**config.mk**
```make
export PLATFORM = sky130hd
export DESIGN_NAME = rv_ex_mem_pipe
export DESIGN_NICKNAME = d
export VERILOG_FILES = /design/src/rtl/rv_ex_mem_pipe.sv
export SDC_FILE = /design/constraint.sdc
export NUM_CORES = 1
export LEC_CHECK = 0
export BUFFER_PORTS_ARGS = -buffer_cell sky130_fd_sc_hd__buf_2
export CORE_UTILIZATION = 50
export DETAILED_ROUTE_END_ITERATION = 10
export PLACE_DENSITY = 0.8
export SYNTH_ARGS = -nofsm -noshare
export SYNTH_HDL_FRONTEND = slang
export SYNTH_SLANG_ARGS = --single-unit
```
**constraint.sdc**
```tcl
create_clock -name clk_i -period 2.55 [get_ports clk_i]
set_clock_uncertainty 0.15 [all_clocks]
set_input_delay 0 -clock clk_i [delete_from_list [all_inputs] [get_ports clk_i]]
set_output_delay 0 -clock clk_i [all_outputs]
set_load 0.02 [all_outputs]
```
**src/rtl/rv_ex_mem_pipe.sv**
```systemverilog
// EX->MEM pipeline stage: captures ALU outputs and control, resolves BEQ/BNE,
// and presents one registered entry behind a 2-entry skid buffer.
module rv_ex_mem_pipe #(
  parameter int XLEN   = 64,
  parameter int REG_AW = 5
) (
  input  logic              clk_i,
  input  logic              rst_n_i,
  input  logic              flush_i,
  input  logic              in_valid_i,
  output logic              in_ready_o,
  input  logic [XLEN-1:0]   alu_result_i,
  input  logic              alu_zero_i,
  input  logic [XLEN-1:0]   rs2_data_i,
  input  logic [XLEN-1:0]   pc_i,
  input  logic [XLEN-1:0]   imm_i,
  input  logic [REG_AW-1:0] rd_addr_i,
  input  logic              reg_wr_i,
  input  logic              mem_rd_i,
  input  logic              mem_wr_i,
  input  logic              branch_i,
  input  logic              bne_i,
  output logic              out_valid_o,
  input  logic              out_ready_i,
  output logic [XLEN-1:0]   result_o,
  output logic [XLEN-1:0]   store_data_o,
  output logic [REG_AW-1:0] rd_addr_o,
  output logic              reg_wr_o,
  output logic              mem_rd_o,
  output logic              mem_wr_o,
  output logic              branch_taken_o,
  output logic [XLEN-1:0]   branch_target_o,
  output logic [1:0]        occupancy_o
);

  typedef struct packed {
    logic [XLEN-1:0]   result;
    logic [XLEN-1:0]   store;
    logic [XLEN-1:0]   target;
    logic [REG_AW-1:0] rd;
    logic              reg_wr;
    logic              mem_rd;
    logic              mem_wr;
    logic              taken;
  } entry_t;

  entry_t in_e;
  entry_t main_q, main_d;
  entry_t skid_q, skid_d;
  logic   main_v_q, main_v_d;
  logic   skid_v_q, skid_v_d;
  logic   accept;
  logic   emit;

  assign in_ready_o = ~skid_v_q;
  assign accept     = in_valid_i & in_ready_o;
  assign emit       = main_v_q & out_ready_i;

  always_comb begin
    in_e        = '0;
    in_e.result = alu_result_i;
    in_e.store  = rs2_data_i;
    in_e.target = pc_i + imm_i;
    in_e.rd     = rd_addr_i;
    in_e.reg_wr = reg_wr_i;
    in_e.mem_rd = mem_rd_i;
    in_e.mem_wr = mem_wr_i;
    in_e.taken  = branch_i & (alu_zero_i ^ bne_i);
  end

  always_comb begin
    main_d   = main_q;
    skid_d   = skid_q;
    main_v_d = main_v_q;
    skid_v_d = skid_v_q;
    if (flush_i) begin
      main_v_d = 1'b0;
      skid_v_d = 1'b0;
    end else if (!main_v_q || emit) begin
      // Skid always holds the older entry, so it refills main before any new input.
      if (skid_v_q) begin
        main_d   = skid_q;
        main_v_d = 1'b1;
        skid_d   = '0;
        skid_v_d = 1'b0;
      end else if (accept) begin
        main_d   = in_e;
        main_v_d = 1'b1;
      end else begin
        main_v_d = 1'b0;
      end
    end else if (accept) begin
      skid_d   = in_e;
      skid_v_d = 1'b1;
    end
  end

  always_ff @(posedge clk_i) begin
    if (!rst_n_i) begin
      main_q   <= '0;
      skid_q   <= '0;
      main_v_q <= 1'b0;
      skid_v_q <= 1'b0;
    end else begin
      main_q   <= main_d;
      skid_q   <= skid_d;
      main_v_q <= main_v_d;
      skid_v_q <= skid_v_d;
    end
  end

  assign out_valid_o     = main_v_q;
  assign result_o        = main_q.result;
  assign store_data_o    = main_q.store;
  assign rd_addr_o       = main_q.rd;
  assign branch_target_o = main_q.target;
  assign reg_wr_o        = main_q.reg_wr & main_v_q;
  assign mem_rd_o        = main_q.mem_rd & main_v_q;
  assign mem_wr_o        = main_q.mem_wr & main_v_q;
  assign branch_taken_o  = main_q.taken & main_v_q;
  assign occupancy_o     = {1'b0, main_v_q} + {1'b0, skid_v_q};

endmodule

```
* Yosys cells after proc, flatten, opt, wreduce, memory -nomap -nowiden
Index checks and enable logic that the tools add are counted.
** Word-level totals
- Bits in read-only memories :: 0
- Memories :: 0
- Memory bits (writable) :: 0
- Output and inout port bits :: 205
- Register bits after elaboration :: 404
- Input port bits :: 272
- Bits in latches :: 0
- Word-level logic and storage cells :: 46
** Cells by class
- Multiply operators :: 0
- Muxes and demuxes :: 6
- Equal/unequal tests :: 1
- Magnitude comparators :: 0
- Div/mod/pow operators :: 0
- Reductions and logical operators :: 8
- Shift-type cells :: 0
- Bitwise gates (word level) :: 11
- $add $sub $neg :: 2
** Operators with widths (count)
- 201-bit 2-to-1 mux :: 4
- 64-bit adder :: 1
- 1-bit bitwise AND :: 7
- 3-bit AND reduction :: 2
- 2-bit nonzero test :: 2
- 1-bit NOT :: 3
- 3-bit OR reduction :: 1
- 1-bit by 1-bit adder with 2-bit output :: 1
- 1-bit 2-to-1 mux :: 2
- 2-bit inequality test (second input constant) :: 1
- 2-bit OR reduction :: 1
- 1-bit logical NOT :: 1
- 1-bit logical OR :: 1
- 1-bit XOR :: 1

* Logic depth before layout (Yosys ltp)
Gate-level depths: netlist of the first run.
- Depth after elaboration :: 4
- Gate-level depth with buffers :: 12
- Depth with buffers taken out :: 12

* Worst setup path before layout of the first run
OpenSTA, ideal clock, no wires.
- Path type :: input -> register
- From :: input port pc_i[14]
- To :: register skid_q[69] (netlist bit)
- Required time :: 2.278 ns
- Slack :: -0.214 ns
- Library setup time :: 0.122 ns
- Arrival :: 2.492 ns
- Stages :: 11
- Path buffers :: 1
- Cells stage by stage :: ha_1 buf_2 nand4_2 or4_1 o221ai_2 a21oi_2 o41a_1 o31a_1 o221ai_2 xnor2_1 o21ai_1
** On the way
- Word-level cells in the longest chain between the ends :: 3
** Ends and longest elaborated chain
- from (decl) :: RTL line 15 : input logic [XLEN-1:0] pc_i,
- 64-bit adder :: RTL line 63 : in_e.target = pc_i + imm_i;
- 201-bit 2-to-1 mux :: RTL line 92 : end else if (accept) begin
- 201-bit 2-to-1 mux :: RTL line 79 : end else if (!main_v_q || emit) begin
- to (signal assigned) :: RTL line 106 : skid_q <= skid_d;
- to (decl) :: RTL line 49 : entry_t skid_q, skid_d;
No other way between the ends. The select of a mux whose other input is x is not followed.
A chain may end at the register's enable or synchronous reset.

* Final worst setup path of the first run
- From :: input port imm_i[57]
- To :: register main_q, in the netlist branch_target_o[62]
** On the way
- Word-level cells in the longest chain between the ends :: 3
** Ends and longest elaborated chain
- from (decl) :: RTL line 16 : input logic [XLEN-1:0] imm_i,
- 64-bit adder :: RTL line 63
- 201-bit 2-to-1 mux :: RTL line 86 : end else if (accept) begin
- 201-bit 2-to-1 mux :: RTL line 81 : if (skid_v_q) begin
- to (signal assigned) :: RTL line 105 : main_q <= main_d;
- to (decl) :: RTL line 48 : entry_t main_q, main_d;
No other way between the ends. The select of a mux whose other input is x is not followed.

==> impl_metrics.yaml, run 1 <==
sta:
  fin_ws_ps: 12.8
  finalCritPeriodShare: 0.995
  finalSetupViolCount: 0
  worst_pin_slew_ps: 1100
  fin_crit_ps: 2540
  finalMaxSlewViolations: 0
  grt_setup_unrepaired: "yes"
  max_freq_mhz: 394
  holdWs_ps: 42.3
  maxSlewHeadroom: 0.265
  hold_viol: 0
routing:
  wirelength_um: 72100
  drc_errors: 0
  wl_per_cell_um: 20.3
  drt_iter0_drc: 1914
  ant_nets: 0
  dr_total_vias: 20958
  via_per_inst: 5.90
  drt_first_pass_iters: 6
critical_path:
  end_kind: "flop"
  slowest_stage: "dlygate4sd3_1"
  crit_path_start_kind: "primary input"
  crit_required_ps: 2880
  crit_arrival_ps: 2870
  crit_fanout: 6
  cp_slowest_stage_delay_ps: 570
  crit_chain: "dlygate4sd3_1 -> buf_2 -> ha_1 -> dlygate4sd3_1 -> buf_4 -> a21oi_4 -> o21ai_0 -> nand3_1 -> nand2_1 -> a41oi_2 -> xnor2_2 -> mux2i_1 -> a21oi_1"
  cpMostUsedCell: "dlygate4sd3_1"
  r2r_setup_slack_ps: 140
  path_class: "in -> reg"
cts:
  htree_levels: 2
  cts.sinks: 404
  path_clk_slew_ps: 60
  cts_tree: "yes"
  clk-insertion-delay-late_ps: 560
  cts_max_path_buffers: 3
  root_buffer: "clkbuf_16"
  cts_buffers: 43
yosys:
  synth_area_um2: 21400
  synth_edf_count: 0
  synth.top_cell.area_share: 0.378
  synth_top_area_cell: "dfxtp_1"
  synthTopCellsByArea: "dfxtp_1 (38%), o211a_1 (7.5%), buf_4 (6.9%)"
  syn_avg_cell_area_um2: 8.80
  syn-num-nets: 2767
  ys_ff_latch: 404
  ys_seq_area_frac: 0.378
  yosys_warnings: 0
  synth-main-ff-cell: "dfxtp_1"
  syn_inst: 2430
  ys_async_sr_fraction: 0
  yosysUniqueCellTypes: 64
status:
  outcome: "finished clean"
floorplan:
  die_y_um: 209
  num_rows: 75
  die-area_um2: 43600
  floorplan.initialDensity: 0.509
  core_area_um2: 42000
  pin_count: 477
  fp.dieW_um: 209
final_layout:
  final_common_cell: "buf_2"
  final_cell_mix: "buf_2 (475), dfxtp_1 (403), nand2_1 (276), dlygate4sd3_1 (202), buf_4 (196)"
  nets: 3315
  syn_to_final_growth_pct: 29.9
  nFillCells: 3147
  layout-drive-gt1-share: 0.268
  final_util: 0.661
global_route:
  grt_max_degree: 179
  grt_pass1_wl_um: 109000
  grt_use_total: 0.307
  grt_pass1_vias: 20823
  antenna_found_initial: 2
  grt_overflow: 0
power_and_ir_drop:
  peakVddDrop_v: 0.000577
  p_per_area_nw_per_um2: 599
  leakage_nw: 13.0
hold_path:
  hold_path_class: "in -> reg"
place:
  gp_congestion: 0.995
  dp_hpwl_um: 43800
  dp_slack_ps: -675
  portBuffers: 476
job:
  cap_viol_max_count: 0
critical path, delay by kind of cell:
kind	cells	cell delay (ps)
buffers and inverters	4	1390
AO/OA/AOI/OAI	4	680
adder cells (fa/ha/maj)	1	310
AND/OR/NAND/NOR	2	210
XOR/XNOR	1	150
multiplexers	1	110
metrics by stage:
step                      cells  area, um^2  TNS [ps]  power (mW)
after floorplan            2430       21500      -150        8.98
after global placement     3264       24100    -21840        9.95
after detailed placement   3264       24100    -24190        10.0
after CTS                  3545       27500         0        16.5
after global routing       3553       27800      -151        17.2
final                      3553       27800         0        16.6
cell usage after synthesis (3+ instances only):
library cell / instances
nand4_1: 28
a221oi_1: 3
inv_1: 22
nor2_1: 73
ha_1: 64
a31oi_1: 10
xor2_1: 20
nand2_1: 279
o31ai_1: 4
buf_4: 197
xnor2_1: 41
or3_1: 13
a21oi_1: 135
and2_1: 27
nor2b_1: 160
o21a_1: 7
mux2i_1: 147
o21ai_0: 104
a21boi_0: 7
buf_1: 12
nor3_1: 16
nand3_1: 44
or4_1: 4
a22o_1: 15
o211a_1: 161
o211ai_1: 27
a21o_1: 19
nand2b_1: 4
and3_1: 8
o41ai_1: 3
dfxtp_1: 404
a22oi_1: 150
o21bai_1: 10
clkbuf_1: 171
routing by layer:
layer  GRT usage  part of all wire
met1       0.360              0.39
met2       0.529              0.48
met3      0.0555             0.073
met4       0.172             0.051
met5           0                 0
area by class of cell:
type,instances,area [um^2],share of cell area
Clock inverter,18,176,0.00635
Multi-Input combinational cell,1621,11400,0.411
Tap cell,539,674,0.0243
Sequential cell,404,8090,0.291
Inverter,23,86.3,0.00311
Timing Repair Buffer,885,6110,0.220
Antenna cell,2,5.00,0.000180
Clock buffer,61,1210,0.0437
logic make-up after synthesis:
logic type / synth area share
and+or+nand+nor: 0.151
adders and majority gates: 0.0384
buffers and inverters: 0.106
muxes: 0.0693
DFF: 0.378
xor gates and xnor gates: 0.0250
AOI/OAI and AO/OA: 0.233
sequential cells by signal, indices dropped and copies added (netlist names):
name,count
branch_target_o,64
main_q,4
out_valid_o,1
rd_addr_o,5
result_o,64
skid_q,201
skid_v_q,1
store_data_o,64
final timing paths:
| check | depth (start not counted) | end | start |
|---|---|---|---|
| setup / recovery | 13 | branch_target_o[62] | imm_i[57] |
| hold / removal | 6 | skid_q[33] | pc_i[24] |
| hold reg to reg | 2 | skid_q[69] | skid_q[69] |
| setup reg to reg | 7 | skid_q[148] | skid_v_q |
report_power, final:
part           internal (mW)  switching [mW]  total, mW  leakage (nW)
sequential              6.57           0.168       6.74          3.29
combinational           1.66            1.99       3.66          9.06
clock                   3.55            2.70       6.25         0.669
total                   11.8            4.86       16.6          13.0
timing repair:
item | 4_1_cts | 5_1_grt
cloned | 0 | 3
pin swaps | 0 | 16
gates resized for setup | 1 | 46
hold buffers | 202 | 0
setup buffers | 0 | 3
setup endpoints to repair | 1 | 34
endpoints found under the hold margin | 385 | 0
(Power assumes the default switching activity.)
==> inputs of run 2 (changes only) <==
--- a/config.mk
+++ b/config.mk
@@ -5,6 +5,7 @@
 export SDC_FILE = /design/constraint.sdc
 export NUM_CORES = 1
 export LEC_CHECK = 0
+export ABC_AREA = 1
 export BUFFER_PORTS_ARGS = -buffer_cell sky130_fd_sc_hd__buf_2
 export CORE_UTILIZATION = 50
 export DETAILED_ROUTE_END_ITERATION = 10
==> constraint.sdc (replaced) <==
create_clock -name clk_i -period 2.55 [get_ports clk_i]
set_clock_uncertainty 0.15 [all_clocks]
set_input_delay 0 -clock clk_i [delete_from_list [all_inputs] [get_ports clk_i]]
set_output_delay 0 -clock clk_i [all_outputs]
set_load 0.1 [all_outputs]
==> impl_metrics.yaml, run 2 <==
final_layout:
  final_cell_mix: "nand2_1 (1428), buf_2 (473), dfxtp_1 (403), inv_1 (344), a21oi_1 (321)"
  multi_input_area_um2: 11200
  nFillCells: 3872
  layout-drive-gt1-share: 0.146
  largest_reg_flops: 201
  syn_to_final_growth_pct: 23.7
  regMostFlops: "skid_q"
  seqCellArea_um2: 8090
  nets: 4377
  final_common_cell: "nand2_1"
cts:
  htree_levels: 2
  clk-insertion-delay-late_ps: 540
  path_clk_slew_ps: 60
  cts_buffers: 43
  cts_max_path_buffers: 3
  cts.sinks: 404
  root_buffer: "clkbuf_16"
  cts_tree: "yes"
floorplan:
  fp.dieW_um: 216
  num_rows: 77
  floorplan.initialDensity: 0.512
  die_y_um: 216
  core_area_um2: 44600
  die-area_um2: 46600
  pin_count: 477
global_route:
  grt_pass1_vias: 22979
  grt_max_degree: 115
  grt_overflow: 0
  grt_pass1_wl_um: 120000
  grt_use_total: 0.316
  antenna_found_initial: 2
place:
  dp_slack_ps: 186
  dp_hpwl_um: 49000
  gp_congestion: 0.981
  portBuffers: 476
routing:
  drt_first_pass_iters: 6
  wirelength_um: 75900
  dr_total_vias: 24680
  via_per_inst: 5.29
  drt_iter0_drc: 2842
  ant_nets: 0
  drc_errors: 0
  wl_per_cell_um: 16.3
critical_path:
  crit_arrival_ps: 2730
  crit_fanout: 5
  slowest_stage: "dlygate4sd3_1"
  path_class: "in -> reg"
  crit_required_ps: 2810
  cpMostUsedCell: "nand2_1"
  end_kind: "flop"
  crit_chain: "dlygate4sd3_1 -> buf_2 -> ha_1 -> nand2_1 -> nor2_2 -> nand2_1 -> nand2_1 -> nand2_1 -> nand2_1 -> nand2_1 -> nand2_1 -> nand2_1 -> nand3_1 -> nand3_1 -> nand2_1 -> a21oi_1"
  path_buf_inv: 2
  crit_path_start_kind: "primary input"
  cp_slowest_stage_delay_ps: 560
  crit_family: "simple AND/OR/NAND/NOR gates"
sta:
  finalMaxSlewViolations: 0
  fin_ws_ps: 77.7
  finalCritPeriodShare: 0.970
  worst_pin_slew_ps: 892
  fin_crit_ps: 2470
  finalSetupViolCount: 0
  maxSlewHeadroom: 0.405
  hold_viol: 0
  final.setup.tns_ps: 0
  grt_setup_unrepaired: "no"
  max_freq_mhz: 404
yosys:
  synthMuxAreaShare: 0
  synthTopCellsByArea: "dfxtp_1 (35%), nand2_1 (23%), buf_4 (7.4%)"
  ys_async_sr_fraction: 0
  yosysUniqueCellTypes: 27
  syn_inst: 3597
  synth_xor_area_frac: 0.0119
  synthSimpleGateAreaFrac: 0.294
  syn-num-nets: 3934
  synth_top_area_cell: "dfxtp_1"
  synth_most_common_cell: "nand2_1"
  synth_commonest_cells: "nand2_1 (1428), dfxtp_1 (404), inv_1 (345)"
  synth_area_um2: 22900
  synth.top_cell.area_share: 0.354
  syn_avg_cell_area_um2: 6.35
  yosys_warnings: 0
  ys_seq_area_frac: 0.354
  synth-main-ff-cell: "dfxtp_1"
  synth_edf_count: 0
  synth_top_family_by_area: "simple AND/OR/NAND/NOR gates"
  synth_compound_area_frac: 0.148
  synthAdderAreaFrac: 0.0359
  ys_ff_latch: 404
job:
  cap_viol_max_count: 0
power_and_ir_drop:
  leakage_nw: 14.0
  p_per_area_nw_per_um2: 628
  peakVddDrop_v: 0.000549
hold_path:
  hold_path_class: "in -> reg"
status:
  outcome: "finished clean"
run 2: changes by cell type after synthesis, moves of 53 or more:
cell      delta
a21oi_1    +187
inv_1      +323
clkbuf_1    -53
nor2b_1    -160
nor2_1     +126
a22oi_1    -150
o21ai_0     +69
mux2i_1    -147
nand2_1   +1149
o211a_1    -161
a31oi_1    +128
run 2: area by class of cell:
class                      instances  share of cell area
antenna                            2            0.000177
clock buffer                      64              0.0455
multi-input combinational       2472               0.397
sequential                       404               0.286
timing repair buffer             771               0.194
tap                              592              0.0262
inverter                         348              0.0467
clock inverter                    14             0.00434
run 2: cells by family after synthesis:
logic type      after synthesis
flops                       404
fa+ha+maj                    65
buf+inv                     721
xor+xnor                     31
compound gates              638
simple gates               1738
run 2: power breakdown:
group	internal [mW]	leakage [nW]	switching [mW]	total, mW
registers	6.57	3.29	0.165	6.74
logic	1.31	10.1	3.53	4.83
clock network	3.62	0.696	2.58	6.20
run 2: path summary, 6_finish.rpt:
check	from	slack, ps	cells after the start	to
worst min-delay path	pc_i[55]	30	6	skid_q[64]
worst max register to register	skid_v_q	160	8	skid_q[76]
worst min register to register	skid_q[76]	310	2	skid_q[76]
worst max-delay path	imm_i[3]	80	16	branch_target_o[59]
run 2: metal layers:
metal / up-vias / GRT usage / routed length, um
met4: 2 / 0.170 / 4330
met3: 290 / 0.0445 / 6150
met1: 11057 / 0.398 / 30700
met5: - / 0 / 13
met2: 1306 / 0.522 / 34800
li1: 12025 / - / -
run 2: per-stage QoR:
| stage | instance area [um^2] | utilization | hold WS (ps) | std cells | total power [mW] |
|---|---|---|---|---|---|
| 5_1_grt | 28300 | 0.634 | 43.9 | 4666 | 18.4 |
| 3_5_place_dp | 24200 | 0.543 | 109 | 4326 | 11.2 |
| 6_report | 28300 | 0.634 | 26.6 | 4667 | 17.8 |
| 2_1_floorplan | 22900 | - | -43.7 | 3597 | 10.4 |
| 3_3_place_gp | 24200 | 0.543 | 104 | 4326 | 11.1 |
| 4_1_cts | 28200 | 0.632 | 0.663 | 4662 | 17.7 |
run 2: worst reg2reg max path: cells and delay by family (launching register included):
kind	cells	cell delay, ps
AO/OA/AOI/OAI	1	130
buffers and inverters	3	880
flip-flops	1	370
AND/OR/NAND/NOR	4	790
run 2: what timing repair did:
item | 4_1_cts | 5_1_grt
buffers inserted | 0 | 3
endpoints found under the hold margin | 369 | 0
gates resized for setup | 0 | 6
setup endpoints to repair | 0 | 11
hold buffers | 258 | 0
